===== src/rtl/bcd_dn_timer_ctrl_pkg.sv =====
// Shared types and helpers for the BCD down-counter interval timer controller.
package bcd_tmr_pkg;

    typedef enum logic [2:0] {
        ST_CLEAR,
        ST_IDLE,
        ST_LOAD,
        ST_RUN,
        ST_RELOAD
    } state_t;

    localparam int PW_W = 4;

    function automatic logic is_bcd8(input logic [7:0] value);
        return (value[7:4] <= 4'd9) && (value[3:0] <= 4'd9);
    endfunction

endpackage


===== src/rtl/bcd_dn_timer_ctrl_if.sv =====
// Control/status bundle between the timer controller and its surroundings.
// BCD_TMR_DROP_CNT_EN adds the drop_cnt and qz_mismatch diagnostics.
interface bcd_dn_timer_ctrl_if;

    logic       start;
    logic       stop;
    logic       auto_mode;
    logic       tick;
    logic [7:0] preset;
    logic [7:0] cnt_q;
    logic       cnt_cao;
    logic [7:0] cnt_d;
    logic       cnt_ld;
    logic       cnt_en;
    logic       cnt_cai;
    logic       cnt_cs;
    logic       busy;
    logic       expire;
    logic       err;

`ifdef BCD_TMR_DROP_CNT_EN
    logic [7:0] drop_cnt;
    logic       qz_mismatch;

    modport slave (
        input  start, stop, auto_mode, tick, preset, cnt_q, cnt_cao,
        output cnt_d, cnt_ld, cnt_en, cnt_cai, cnt_cs, busy, expire, err,
        output drop_cnt, qz_mismatch
    );

    modport master (
        output start, stop, auto_mode, tick, preset, cnt_q, cnt_cao,
        input  cnt_d, cnt_ld, cnt_en, cnt_cai, cnt_cs, busy, expire, err,
        input  drop_cnt, qz_mismatch
    );
`else
    modport slave (
        input  start, stop, auto_mode, tick, preset, cnt_q, cnt_cao,
        output cnt_d, cnt_ld, cnt_en, cnt_cai, cnt_cs, busy, expire, err
    );

    modport master (
        output start, stop, auto_mode, tick, preset, cnt_q, cnt_cao,
        input  cnt_d, cnt_ld, cnt_en, cnt_cai, cnt_cs, busy, expire, err
    );
`endif

endinterface


===== src/rtl/bcd_dn_timer_ctrl_pulse_stretch.sv =====
// Retriggerable stretcher: a trigger produces a PULSE_W-cycle high output starting next cycle.
module bcd_tmr_pulse_stretch
    import bcd_tmr_pkg::*;
#(
    parameter int unsigned PULSE_W = 1
) (
    input  logic clk,
    input  logic rst_n,
    input  logic trig,
    output logic pulse
);

    logic [PW_W-1:0] remain;

    // A trigger during an active pulse reloads the full width.
    always_ff @(posedge clk or negedge rst_n) begin
        if (!rst_n) begin
            remain <= '0;
        end else if (trig) begin
            remain <= PW_W'(PULSE_W);
        end else if (remain != '0) begin
            remain <= remain - PW_W'(1);
        end
    end

    assign pulse = (remain != '0);

endmodule


===== src/rtl/bcd_dn_timer_ctrl.sv =====
// Interval timer sequencer wrapped around a 2-digit BCD down-counter cell.
// Optional diagnostics are built when BCD_TMR_DROP_CNT_EN is defined.
module bcd_dn_timer_ctrl
    import bcd_tmr_pkg::*;
#(
    parameter int unsigned PULSE_W      = 1,
    parameter bit          AUTO_DEFAULT = 1'b0
) (
    input  logic                 clk,
    input  logic                 rst_n,
    bcd_dn_timer_ctrl_if.slave   bus
);

    state_t     state;
    state_t     state_nx;
    logic [7:0] preset_reg;
    logic [7:0] preset_nx;
    logic       mode;
    logic       mode_nx;
    logic       err_q;
    logic       err_nx;
    logic       expire_trig;
    logic       start_accept;
    logic       start_req;
    logic       preset_ok;

    assign start_req = bus.start && !bus.stop;
    assign preset_ok = is_bcd8(bus.preset);

    always_ff @(posedge clk or negedge rst_n) begin
        if (!rst_n) begin
            state      <= ST_CLEAR;
            preset_reg <= 8'h00;
            mode       <= AUTO_DEFAULT;
            err_q      <= 1'b0;
        end else begin
            state      <= state_nx;
            preset_reg <= preset_nx;
            mode       <= mode_nx;
            err_q      <= err_nx;
        end
    end

    // STOP outranks everything; a valid restart outranks a coincident terminal count.
    always_comb begin
        state_nx     = state;
        preset_nx    = preset_reg;
        mode_nx      = mode;
        err_nx       = 1'b0;
        expire_trig  = 1'b0;
        start_accept = 1'b0;

        case (state)
            ST_CLEAR: state_nx = ST_IDLE;
            ST_IDLE: begin
                if (bus.stop) begin
                    state_nx = ST_CLEAR;
                end else if (start_req) begin
                    if (preset_ok) begin
                        start_accept = 1'b1;
                        state_nx     = ST_LOAD;
                    end else begin
                        err_nx = 1'b1;
                    end
                end
            end
            ST_LOAD: state_nx = bus.stop ? ST_CLEAR : ST_RUN;
            ST_RUN: begin
                if (bus.stop) begin
                    state_nx = ST_CLEAR;
                end else if (start_req && preset_ok) begin
                    start_accept = 1'b1;
                    state_nx     = ST_LOAD;
                end else begin
                    err_nx = start_req;
                    if (bus.cnt_cao) begin
                        expire_trig = 1'b1;
                        state_nx    = mode ? ST_RELOAD : ST_CLEAR;
                    end
                end
            end
            ST_RELOAD: begin
                if (bus.stop) begin
                    state_nx = ST_CLEAR;
                end else if (start_req && preset_ok) begin
                    start_accept = 1'b1;
                    state_nx     = ST_LOAD;
                end else begin
                    err_nx   = start_req;
                    state_nx = ST_RUN;
                end
            end
            default: state_nx = ST_CLEAR;
        endcase

        if (start_accept) begin
            preset_nx = bus.preset;
            mode_nx   = bus.auto_mode;
        end
    end

    bcd_tmr_pulse_stretch #(
        .PULSE_W (PULSE_W)
    ) u_stretch (
        .clk   (clk),
        .rst_n (rst_n),
        .trig  (expire_trig),
        .pulse (bus.expire)
    );

    assign bus.cnt_d   = preset_reg;
    assign bus.cnt_ld  = (state == ST_LOAD) || (state == ST_RELOAD);
    assign bus.cnt_en  = (state == ST_RUN);
    assign bus.cnt_cai = (state == ST_RUN) && bus.tick;
    assign bus.cnt_cs  = (state == ST_CLEAR);
    assign bus.busy    = (state == ST_LOAD) || (state == ST_RUN) || (state == ST_RELOAD);
    assign bus.err     = err_q;

`ifdef BCD_TMR_DROP_CNT_EN
    logic [7:0] drop_q;
    logic       qz_q;

    // Ticks swallowed while the cell is being (re)loaded; saturating.
    always_ff @(posedge clk or negedge rst_n) begin
        if (!rst_n) begin
            drop_q <= 8'h00;
            qz_q   <= 1'b0;
        end else begin
            if (start_accept) begin
                drop_q <= 8'h00;
            end else if (bus.tick && ((state == ST_LOAD) || (state == ST_RELOAD))
                         && (drop_q != 8'hFF)) begin
                drop_q <= drop_q + 8'd1;
            end
            qz_q <= (state == ST_RUN) && bus.cnt_cao && (bus.cnt_q != 8'h00);
        end
    end

    assign bus.drop_cnt    = drop_q;
    assign bus.qz_mismatch = qz_q;
`else
    // Q only feeds the optional zero check; keep it visibly consumed here.
    logic unused_cnt_q;
    assign unused_cnt_q = ^bus.cnt_q;
`endif

endmodule


===== src/flat_wrapper.sv =====
// flat-port wrapper written by rule: the top's interface ports become plain ports
module bcd_dn_timer_ctrl_flat import bcd_tmr_pkg::*;
#(
    parameter int unsigned PULSE_W      = 1,
    parameter bit          AUTO_DEFAULT = 1'b0
)
  (clk, rst_n, bus_start, bus_stop, bus_auto_mode, bus_tick, bus_preset, bus_cnt_q, bus_cnt_cao, bus_cnt_d, bus_cnt_ld, bus_cnt_en, bus_cnt_cai, bus_cnt_cs, bus_busy, bus_expire, bus_err);
  bcd_dn_timer_ctrl_if bus_i ();
  input  logic clk;
  input  logic rst_n;
  input wire logic [$bits(bus_i.start)-1:0] bus_start;
  input wire logic [$bits(bus_i.stop)-1:0] bus_stop;
  input wire logic [$bits(bus_i.auto_mode)-1:0] bus_auto_mode;
  input wire logic [$bits(bus_i.tick)-1:0] bus_tick;
  input wire logic [$bits(bus_i.preset)-1:0] bus_preset;
  input wire logic [$bits(bus_i.cnt_q)-1:0] bus_cnt_q;
  input wire logic [$bits(bus_i.cnt_cao)-1:0] bus_cnt_cao;
  output wire logic [$bits(bus_i.cnt_d)-1:0] bus_cnt_d;
  output wire logic [$bits(bus_i.cnt_ld)-1:0] bus_cnt_ld;
  output wire logic [$bits(bus_i.cnt_en)-1:0] bus_cnt_en;
  output wire logic [$bits(bus_i.cnt_cai)-1:0] bus_cnt_cai;
  output wire logic [$bits(bus_i.cnt_cs)-1:0] bus_cnt_cs;
  output wire logic [$bits(bus_i.busy)-1:0] bus_busy;
  output wire logic [$bits(bus_i.expire)-1:0] bus_expire;
  output wire logic [$bits(bus_i.err)-1:0] bus_err;
  assign bus_i.start = bus_start;
  assign bus_i.stop = bus_stop;
  assign bus_i.auto_mode = bus_auto_mode;
  assign bus_i.tick = bus_tick;
  assign bus_i.preset = bus_preset;
  assign bus_i.cnt_q = bus_cnt_q;
  assign bus_i.cnt_cao = bus_cnt_cao;
  assign bus_cnt_d = bus_i.cnt_d;
  assign bus_cnt_ld = bus_i.cnt_ld;
  assign bus_cnt_en = bus_i.cnt_en;
  assign bus_cnt_cai = bus_i.cnt_cai;
  assign bus_cnt_cs = bus_i.cnt_cs;
  assign bus_busy = bus_i.busy;
  assign bus_expire = bus_i.expire;
  assign bus_err = bus_i.err;
  bcd_dn_timer_ctrl #(.PULSE_W(PULSE_W), .AUTO_DEFAULT(AUTO_DEFAULT)) u_core (.clk(clk), .rst_n(rst_n), .bus(bus_i));
endmodule

===== config.mk =====
export PLATFORM = sky130hd
export DESIGN_NAME = bcd_dn_timer_ctrl_flat
export DESIGN_NICKNAME = d
export VERILOG_FILES = /design/src/rtl/bcd_dn_timer_ctrl_pkg.sv /design/src/rtl/bcd_dn_timer_ctrl_if.sv /design/src/rtl/bcd_dn_timer_ctrl_pulse_stretch.sv /design/src/rtl/bcd_dn_timer_ctrl.sv /design/src/flat_wrapper.sv
export SDC_FILE = /design/constraint.sdc
export NUM_CORES = 1
export LEC_CHECK = 0
export BUFFER_PORTS_ARGS = -buffer_cell sky130_fd_sc_hd__clkbuf_2
export CAP_MARGIN = 5
export CORE_MARGIN = 4
export CORE_UTILIZATION = 47
export DETAILED_ROUTE_END_ITERATION = 8
export PLACE_DENSITY = 0.81
export SLEW_MARGIN = 20
export SYNTH_ARGS = -nofsm -noshare
export SYNTH_HDL_FRONTEND = slang
export SYNTH_SLANG_ARGS = --single-unit
export TNS_END_PERCENT = 1

===== constraint.sdc =====
create_clock -name clk -period 4.1 [get_ports clk]
set_input_delay 0.205 -clock clk [delete_from_list [all_inputs] [get_ports clk]]
set_output_delay 0.205 -clock clk [all_outputs]
set_load 0.02 [all_outputs]

==> results.cfg <==
[power_and_ir_drop]
p_total_uw = 593
comb_power_share_pct = 40.5
irDropWorstVdd_mv = 0.375
clkPwrFrac_pct = 14.9
power_switching_uw = 225
leakagePower_nw = 0.514
share_seq_of_total_power_pct = 44.7
power_density_nw_per_um2 = 593
intPower_uw = 368
switching_share_pct = 37.9

[die]
start_util_pct = 51.4
io_pins = 38
core_area_um2 = 1560
die_w_um = 49.3
die_area_um2 = 2430
rows = 14
die_h_um = 49.3

[setup_path]
crit_start = u_core.state[1]$_DFFE_PN0P_
slowest_stage = a211oi_4
worstPathMaxFanout = 9
worst_path_dominant_cell_family = compound AO/OA/AOI/OAI gates
cp.depth = 4
critPathKind = flop to flop
worst-path-buf-inv = 0
worstRegToRegCells = 4
cp_cell_sequence = nand2b_1 > nand2b_1 > a211oi_4 > mux2_2
critPathArrivalTime_ps = 2030
critPathCaptureType = flop
required_ps = 4270
r2r_setup_slack_ps = 2250
path_common_cell = nand2b_1
regToRegEndpoint = u_core.bus.cnt_d[4]$_DFFE_PN0P_
critPathLaunchType = flop
endpoint = u_core.bus.cnt_d[4]$_DFFE_PN0P_
crit-reg2reg-launch = u_core.state[1]$_DFFE_PN0P_
critPathMaxStageDelay_ps = 530

[logic_synthesis]
ys_top_cells_by_area = dfrtp_1, mux2_2, nand2b_1
synth-edff-count = 0
syn_area_per_cell_um2 = 11.1
synth_area_um2 = 801
yosysWarnings = 0
synth_top_area_cell = dfrtp_1
yosysMostFrequentCell = dfrtp_1
ys_ff_latch = 17
seq_area_frac_synth_pct = 53.1
async_flop_share_pct = 100
synthCells = 72
synthDistinctLibCells = 22
synth_nets = 97
ys.flop_type = dfrtp_1
yosysTopAreaCellShare_pct = 53.1
netlist_top_cells_count = dfrtp_1, mux2_2, nor2_1

[place]
portBuffers = 29
place_inst = 116
placed_cell_area_um2 = 962
gp_congestion = 0.725
pre_cts_slack_ps = 2270
hpwlAfterDp_um = 1240

[timing]
period_share_pct = 45.2
tightest_slew_ps = 507
finalClockSkew_ps = 7.01
tns_ps = 0
setup_ws_ps = 2250
setup_viol = 0
fmax_mhz = 540
finalMaxSlewViolations = 0
slew_headroom_pct = 66.1
grt_setup_unrepaired = false
fin_hold_ws_ps = 146
hold_violations = 0
final.min_clock_period_ps = 1850

[clock_network]
clockBufferDepth = 2
clk_latency_ps = 290
numCtsBuffers = 3
clock_sinks = 17
cts_setup_buffers = 0
cts.reportedPaths.clkPinSlew_ps = 100
cts_tree = built
cts-root-buf = clkbuf_4
htree_levels = 1

[grt]
overflow = 0
antenna_found_initial = 0
grt_pass1_vias = 695
grt_start_max_net_pins = 18
track_usage_pct = 15.4
grt_pass1_wl_um = 2940

[layout]
diodes = 0
nets = 131
fin_util_pct = 64.1
drive_above_1_share_pct = 43.8
finalInstanceArea_um2 = 1000
instances_no_fill = 121
syn2layout_area_growth_pct = 24.8

[routing]
ant_nets = 0
vias_per_cell = 5.27
routed_wl_um = 1520
firstDrtPassIters = 2
wl_per_cell_um = 12.6
vias = 638
drcViolationCount = 0
drt_iter0_drc = 6

[worst_hold_path]
hold_path_class = input port to flop

[run]
maxCapViolCount = 0

[outcome]
status = completed
## how the worst min path moves through the flow
stage                        startpoint                               to  slack (ps)  cells past startpoint
final                     bus_auto_mode          u_core.mode$_DFFE_PN0P_         150                      2
after global placement            rst_n         u_core.bus.err$_DFF_PN0_         150                      1
after CTS                 bus_auto_mode          u_core.mode$_DFFE_PN0P_         140                      2
after detailed placement          rst_n         u_core.bus.err$_DFF_PN0_         160                      1
after global routing      bus_auto_mode          u_core.mode$_DFFE_PN0P_         140                      2
after floorplan                   rst_n  u_core.bus.cnt_d[0]$_DFFE_PN0P_         -90                      0
## layout by cell type (no fill, tap or decap)
master / netlist / final
and4b_2: 1 / 1
inv_1: 3 / 3
a211oi_1: 1 / 1
nor3_1: 3 / 3
and3_1: 1 / 1
nand3_1: 2 / 2
or2_2: 1 / 1
and2_1: 2 / 2
mux2_2: 9 / 9
or3b_2: 1 / 1
o21ai_0: 4 / 4
or3_1: 1 / 1
xnor2_1: 1 / 1
nor2_1: 7 / 7
clkbuf_4: 0 / 3
dfrtp_1: 17 / 17
nand2_1: 4 / 4
xor2_1: 1 / 1
clkbuf_2: 0 / 29
a211oi_4: 1 / 1
ha_1: 2 / 2
a21oi_1: 4 / 4
dlygate4sd3_1: 0 / 1
clkinv_2: 0 / 1
nand2b_1: 5 / 5
## worst register-to-register path, stage by stage, from the launching register on
cell and delay [ps]:
dfrtp_1 420, nand2b_1 160, nand2b_1 230, a211oi_4 530, mux2_2 400
## metal layers
layer  GRT usage (%)  routed length (um)  vias up
met3            3.67                 106        2
met5               0                   0        -
met1            18.2                 629      302
met2            25.7                 771       19
li1                -                   -      315
met4            8.06                  12        0
## logic make-up (layout without fill, tap and decap cells)
logic type	after synthesis	count (layout)	share of synthesized area, %
AO/OA/AOI/OAI	10	10	8.44
adder cells (fa/ha/maj)	2	2	3.12
multiplexers	9	9	12.7
flip-flops	17	17	53.1
buffers and inverters	4	37	1.87
AND/OR/NAND/NOR	28	28	18.6
XOR/XNOR	2	2	2.19
## timing repair
| action | in CTS | in global routing |
|---|---|---|
| gates resized for setup | 0 | 0 |
| endpoints found under the hold margin | 17 | 0 |
| hold buffers | 1 | 0 |
## final cells by class
type | count | area (um2)
clock buffer | 3 | 22.5
tap | 16 | 20.0
clock inverter | 1 | 5.00
fill | 141 | 559
inverter | 3 | 11.3
timing repair buffer | 30 | 155
multi-input combinational | 51 | 360
sequential | 17 | 425
## power by group through the flow
stage                     clock, mW  sequential, mW  combinational (mW)
after floorplan                   0           0.302               0.132
after global placement            0           0.266               0.233
after detailed placement          0           0.270               0.242
after CTS                    0.0907           0.266               0.244
after global routing         0.0985           0.275               0.273
final                        0.0881           0.265               0.240
## flip-flops by register name, indices dropped and copies added, names as in the netlist
register / cells
u_core.bus.err: 1
u_core.state: 3
u_core.bus.cnt_d: 8
u_core.mode: 1
u_core.u_stretch.remain: 4
Power figures use the tool's default switching activity.
